--- src/rtl/pchri03_pkg.sv ---
// Shared definitions for the pattern-matcher tile command front end:
// widths, opcodes, register map and decoder FSM states.
package pchri03_pkg;

  localparam int unsigned CMD_ADDR_W = 8;
  localparam int unsigned CMD_DATA_W = 8;
  localparam int unsigned STATE_W    = 3;

  // Command opcodes
  localparam logic [7:0] OP_WRITE   = 8'h02;
  localparam logic [7:0] OP_READ    = 8'h03;
  localparam logic [7:0] OP_ENABLE  = 8'h81;
  localparam logic [7:0] OP_STREAM  = 8'h82;
  localparam logic [7:0] OP_DISABLE = 8'h83;

  // Register map of the downstream register file
  localparam logic [7:0] REG_WORD_SIZE   = 8'h00;
  localparam logic [7:0] REG_RESULT_MASK = 8'h01;
  localparam logic [7:0] REG_CHAR0       = 8'h08;
  localparam logic [7:0] REG_CHAR7       = 8'h0F;
  localparam logic [7:0] REG_MASK0       = 8'h10;
  localparam logic [7:0] REG_MASK7       = 8'h17;

  typedef logic [STATE_W-1:0] state_t;

  localparam state_t ST_OPCODE      = 3'd0;
  localparam state_t ST_ADDR_WR     = 3'd1;
  localparam state_t ST_DATA_WR     = 3'd2;
  localparam state_t ST_ADDR_RD     = 3'd3;
  localparam state_t ST_READ_RESP   = 3'd4;
  localparam state_t ST_STREAM_DATA = 3'd5;

endpackage

--- src/rtl/cmd_decoder.sv ---
// Byte-parallel command decoder: parses READ/WRITE/ENABLE/DISABLE/STREAM
// bytes into register-file strobes, the matcher enable and character strobes.
module cmd_decoder
  import pchri03_pkg::*;
#(
  parameter int unsigned ADDR_W = CMD_ADDR_W,
  parameter int unsigned DATA_W = CMD_DATA_W
) (
  input  logic              clk,
  input  logic              rst_n,
  input  logic              ena,
  input  logic [7:0]        ui_in,
  input  logic              cs_n,
  output logic              reg_wr_en,
  output logic [ADDR_W-1:0] reg_addr,
  output logic [DATA_W-1:0] reg_wdata,
  input  logic [DATA_W-1:0] reg_rdata,
  output logic              match_en,
  output logic              char_valid,
  output logic [DATA_W-1:0] char_data,
  output logic [7:0]        uo_out,
  output logic              rd_valid,
  output logic              cmd_error
);

  state_t              state_q;
  state_t              state_d;
  logic                match_en_d;
  logic [ADDR_W-1:0]   reg_addr_d;
  logic [DATA_W-1:0]   reg_wdata_d;
  logic [DATA_W-1:0]   char_data_d;
  logic [7:0]          uo_out_d;
  logic                reg_wr_en_d;
  logic                char_valid_d;
  logic                rd_valid_d;
  logic                cmd_error_d;

  // State and output registers; a stalled tile holds everything but drops strobes
  always_ff @(posedge clk) begin
    if (!rst_n) begin
      state_q    <= ST_OPCODE;
      match_en   <= 1'b0;
      reg_addr   <= '0;
      reg_wdata  <= '0;
      char_data  <= '0;
      uo_out     <= '0;
      reg_wr_en  <= 1'b0;
      char_valid <= 1'b0;
      rd_valid   <= 1'b0;
      cmd_error  <= 1'b0;
    end else if (!ena) begin
      reg_wr_en  <= 1'b0;
      char_valid <= 1'b0;
      rd_valid   <= 1'b0;
      cmd_error  <= 1'b0;
    end else begin
      state_q    <= state_d;
      match_en   <= match_en_d;
      reg_addr   <= reg_addr_d;
      reg_wdata  <= reg_wdata_d;
      char_data  <= char_data_d;
      uo_out     <= uo_out_d;
      reg_wr_en  <= reg_wr_en_d;
      char_valid <= char_valid_d;
      rd_valid   <= rd_valid_d;
      cmd_error  <= cmd_error_d;
    end
  end

  // Next-state and next-output decode for one byte slot
  always_comb begin
    state_d      = state_q;
    match_en_d   = match_en;
    reg_addr_d   = reg_addr;
    reg_wdata_d  = reg_wdata;
    char_data_d  = char_data;
    uo_out_d     = uo_out;
    reg_wr_en_d  = 1'b0;
    char_valid_d = 1'b0;
    rd_valid_d   = 1'b0;
    cmd_error_d  = 1'b0;

    if (cs_n) begin
      // Deselect aborts any partial command
      state_d = ST_OPCODE;
    end else begin
      case (state_q)
        ST_OPCODE: begin
          case (ui_in)
            OP_WRITE:   state_d = ST_ADDR_WR;
            OP_READ:    state_d = ST_ADDR_RD;
            OP_STREAM:  state_d = ST_STREAM_DATA;
            OP_ENABLE:  match_en_d = 1'b1;
            OP_DISABLE: match_en_d = 1'b0;
            default:    cmd_error_d = 1'b1;
          endcase
        end
        ST_ADDR_WR: begin
          reg_addr_d = ADDR_W'(ui_in);
          state_d    = ST_DATA_WR;
        end
        ST_DATA_WR: begin
          reg_wdata_d = DATA_W'(ui_in);
          reg_wr_en_d = 1'b1;
          state_d     = ST_OPCODE;
        end
        ST_ADDR_RD: begin
          reg_addr_d = ADDR_W'(ui_in);
          state_d    = ST_READ_RESP;
        end
        ST_READ_RESP: begin
          // Byte in this slot is a dummy; the register file answers for reg_addr
          uo_out_d   = 8'(reg_rdata);
          rd_valid_d = 1'b1;
          state_d    = ST_OPCODE;
        end
        ST_STREAM_DATA: begin
          if (match_en) begin
            char_data_d  = DATA_W'(ui_in);
            char_valid_d = 1'b1;
          end
          state_d = ST_OPCODE;
        end
        default: state_d = ST_OPCODE;
      endcase
    end
  end

endmodule
--- config.mk ---
export PLATFORM = sky130hd
export DESIGN_NAME = cmd_decoder
export DESIGN_NICKNAME = d
export VERILOG_FILES = /design/src/rtl/pchri03_pkg.sv /design/src/rtl/cmd_decoder.sv
export SDC_FILE = /design/constraint.sdc
export NUM_CORES = 1
export LEC_CHECK = 0
export CAP_MARGIN = 20
export CELL_PAD_IN_SITES_DETAIL_PLACEMENT = 1
export CELL_PAD_IN_SITES_GLOBAL_PLACEMENT = 2
export CORE_ASPECT_RATIO = 2
export CORE_MARGIN = 8
export CORE_UTILIZATION = 27
export CTS_CLUSTER_SIZE = 8
export DETAILED_ROUTE_END_ITERATION = 10
export PLACE_DENSITY = 0.85
export SETUP_SLACK_MARGIN = 0.15
export SLEW_MARGIN = 20
export SYNTH_ARGS = -nofsm -noshare
export SYNTH_HDL_FRONTEND = slang
export SYNTH_SLANG_ARGS = --single-unit
--- constraint.sdc ---
create_clock -name clk -period 2.8 [get_ports clk]
set_clock_uncertainty 0.1 [all_clocks]
set_input_delay 0.42 -clock clk [delete_from_list [all_inputs] [get_ports clk]]
set_output_delay 0.42 -clock clk [all_outputs]
set_load 0.05 [all_outputs]
==> flow_summary_export.csv <==
group,metric,value,unit
clocking,cts_post_setup_buffers_inserted,0,
final_layout,fraction_of_layout_instances_using_a_drive_strength_above_1,10.0,%
floorplan,fp.dieW,69.2,microns
final_layout,antennaDiodeCount,0,
timing,fmax,0.481,GHz
synthesis,synth.distinct_cells,28,
clocking,clock_latency,0.28,ns
floorplan,placementRows,39,
drt,drtAntennaViolNets,0,
min_path,timing.hold.worst.class,"reg -> reg",
timing,maxSlewHeadroom,64.3,%
placement,dp.final_hpwl,3.39,mm
global_route,globalRoute.busiestLayer,"met2",
timing,tightest_slew,0.534,ns
clocking,tritoncts,"built",
global_route,first_global_vias,1482,
timing,rsz0062_at_grt,"no",
global_route,met3_usage,5.91,%
final_layout,filler_cell_count,631,
synthesis,synth_fp_nets,176,
clocking,cts_hold_buffers,0,
drt,drc,0,
placement,dpl-instance-area,2190,sq um
job,cap_violations,0,
floorplan,die_h,122,microns
timing,post-route-period-util,74.3,%
global_route,grt_overflow_total,0,
placement,buffer_ports.inserted,56,
clocking,post_cts.resized_instances,0,
drt,vias_per_cell,4.84,
timing,final_period_minus_worst_setup_slack,2.08,ns
synthesis,post_synth_inst_count,156,
drt,wl_per_cell,16.2,microns
synthesis,yosys_register_bits,40,
global_route,global_route_wire_length_before_repair,7.60,mm
outcome,status,"finished, final reports clean",
timing,timing.final.setup_violations,0,
timing,tns,0,ns
worst_setup_path,critical_path.endpoint_type,"register",
final_layout,num-nets-final,238,
worst_setup_path,timing.critical_path.slowest_cell_delay,0.61,ns
drt,routed-via-count,1356,
global_route,grt_use_total,10.8,%
global_route,gr-usage-met2,17.0,%
worst_setup_path,timing_worst_setup_path_type,"in -> reg",
worst_setup_path,path_max_fanout,4,
power,power.total,1.21,mW
clocking,cts_made_buffers,5,
synthesis,sequential_area_share_after_synthesis,52.4,%
worst_setup_path,cp_data_required_time,2.89,ns
floorplan,floorplan.die_area,8470,sq um
clocking,htreeDepth,2,
timing,drv_slew,0,
power,cellLeakagePower,0.872,nW
timing,worst_hold_slack,0.356,ns
timing,finalHoldViolations,0,
final_layout,final-seq-area,801,sq um
power,peak_vdd_ir,0.000368,V
worst_setup_path,crit_path_start_kind,"primary input",
power,power_per_cell_area,516,nW/um^2
clocking,root_buffer,"sky130_fd_sc_hd__clkbuf_16",
synthesis,synth.cell_area,1530,sq um
synthesis,synthesis.yosys.warnings,0,
clocking,clkSlewWorstSetupHoldPaths,0.06,ns
clocking,cts_sink_cnt,40,
drt,firstDrtPassIters,5,
global_route,antenna_found_initial,0,
drt,routed_wirelength,4.54,mm
worst_setup_path,cp_cell_sequence,"clkdlybuf4s50_1 > or4_4 > nor4b_4 > o21ai_2 > o41ai_2",
drt,drt_iter0_markers,61,
floorplan,start_util,27.2,%
final_layout,finalInstanceArea,2340,sq um
global_route,largest_net_degree_at_the_start_of_global_routing,16,
clocking,cts_buffer_depth,2,
floorplan,io_pins,57,
synthesis,synth_area_per_cell,9.80,sq um
worst_setup_path,cpMaxStageDelayCell,"sky130_fd_sc_hd__or4_4",
placement,finalWeightedCongestion,0.747,
worst_setup_path,crit_arrival,2.17,ns
final_layout,footprint_of_the_multi_input_gates,697,sq um
floorplan,core_region_area,5610,sq um
final_layout,syn2layout_area_growth,53.1,%
global_route,global_route.usage.met1,11.8,%
routing by layer:
metal | part of all wire, % | vias to the layer above
met5 | 0 | -
met4 | 1.7 | 0
met3 | 9.9 | 8
met2 | 45 | 57
met1 | 43 | 635
li1 | - | 656
metrics by stage:
step,instances,setup slack [ns],util (%)
after detailed placement,272,0.438,39.1
after CTS,280,0.727,41.7
after global placement,272,0.462,39.1
after floorplan,156,1.01,-
after global routing,280,0.657,41.7
final,280,0.721,41.7
final timing paths:
kind / from / end / slack [ns] / cells after the start
worst min register to register: reg_addr[2] / reg_addr[2] / 0.36 / 2
worst min-delay path: reg_addr[2] / reg_addr[2] / 0.36 / 2
worst max register to register: state_q[0] / match_en / 1.03 / 4
worst max-delay path: ui_in[3] / state_q[1] / 0.72 / 5
Yosys cell counts:
master,count,area share (%)
sky130_fd_sc_hd__a311oi_1,1,0.57
sky130_fd_sc_hd__a41oi_1,1,0.57
sky130_fd_sc_hd__or4_4,2,1.5
sky130_fd_sc_hd__and2_1,4,1.6
sky130_fd_sc_hd__a222oi_1,1,0.65
sky130_fd_sc_hd__nand2_1,20,4.9
sky130_fd_sc_hd__nand3b_1,1,0.49
sky130_fd_sc_hd__or2_2,1,0.41
sky130_fd_sc_hd__nand2b_1,1,0.41
sky130_fd_sc_hd__o21ai_2,1,0.57
sky130_fd_sc_hd__o41ai_2,1,1.1
sky130_fd_sc_hd__a21oi_1,9,2.9
sky130_fd_sc_hd__o21ai_0,1,0.33
sky130_fd_sc_hd__nor4b_4,1,1.6
sky130_fd_sc_hd__a21o_2,1,0.57
sky130_fd_sc_hd__nand3_1,1,0.33
sky130_fd_sc_hd__dfxtp_1,40,52
sky130_fd_sc_hd__mux2i_1,24,16
sky130_fd_sc_hd__inv_1,3,0.74
sky130_fd_sc_hd__nor3b_1,1,0.49
sky130_fd_sc_hd__clkinv_1,1,0.25
sky130_fd_sc_hd__nor4b_1,1,0.57
sky130_fd_sc_hd__nor2_1,28,6.9
sky130_fd_sc_hd__buf_2,2,0.65
sky130_fd_sc_hd__nor4_1,2,0.82
sky130_fd_sc_hd__nor4_4,1,1.4
sky130_fd_sc_hd__clkbuf_1,5,1.2
sky130_fd_sc_hd__and3_1,1,0.41
sequential cells by signal, summed over array words and instances, names as in the netlist:
signal / count
char_data: 8
reg_addr: 8
reg_wdata: 8
uo_out: 8
state_q: 3
char_valid: 1
cmd_error: 1
match_en: 1
rd_valid: 1
reg_wr_en: 1
layout make-up:
type | count | area share [%]
Inverter | 4 | 0.641
Tap cell | 61 | 3.26
Sequential cell | 40 | 34.2
Clock buffer | 8 | 6.25
Timing Repair Buffer | 62 | 25.9
Multi-Input combinational cell | 105 | 29.8
kinds of logic (layout without fill, tap and decap cells):
logic type | count (synthesis) | count (layout) | synth area share (%)
muxes | 24 | 24 | 15.7
AOI/OAI and AO/OA | 16 | 16 | 7.28
and+or+nand+nor | 65 | 65 | 21.8
DFF | 40 | 40 | 52.4
buffers and inverters | 11 | 74 | 2.86
critical path, delay by kind of cell:
family | cells | cell delay (ns)
buffers and inverters | 1 | 0.47
AO/OA/AOI/OAI | 2 | 0.35
AND/OR/NAND/NOR | 2 | 0.92
report_power, final:
part | internal, mW | switching, mW
clock network | 0.355 | 0.215
logic | 0.0330 | 0.0341
registers | 0.570 | 0.000418
total | 0.958 | 0.249
placed cells by master (no fill, tap or decap), types with 2 or more instances in the layout:
cell type	instances
sky130_fd_sc_hd__buf_4	6
sky130_fd_sc_hd__nor2_1	28
sky130_fd_sc_hd__mux2i_1	24
sky130_fd_sc_hd__clkbuf_16	5
sky130_fd_sc_hd__or4_4	2
sky130_fd_sc_hd__nand2_1	20
sky130_fd_sc_hd__dfxtp_1	40
sky130_fd_sc_hd__clkbuf_1	2
sky130_fd_sc_hd__and2_1	4
sky130_fd_sc_hd__nor4_2	2
sky130_fd_sc_hd__clkdlybuf4s50_1	56
sky130_fd_sc_hd__inv_1	3
sky130_fd_sc_hd__a21oi_1	9
Note: power is estimated with default switching activity, not from simulation.
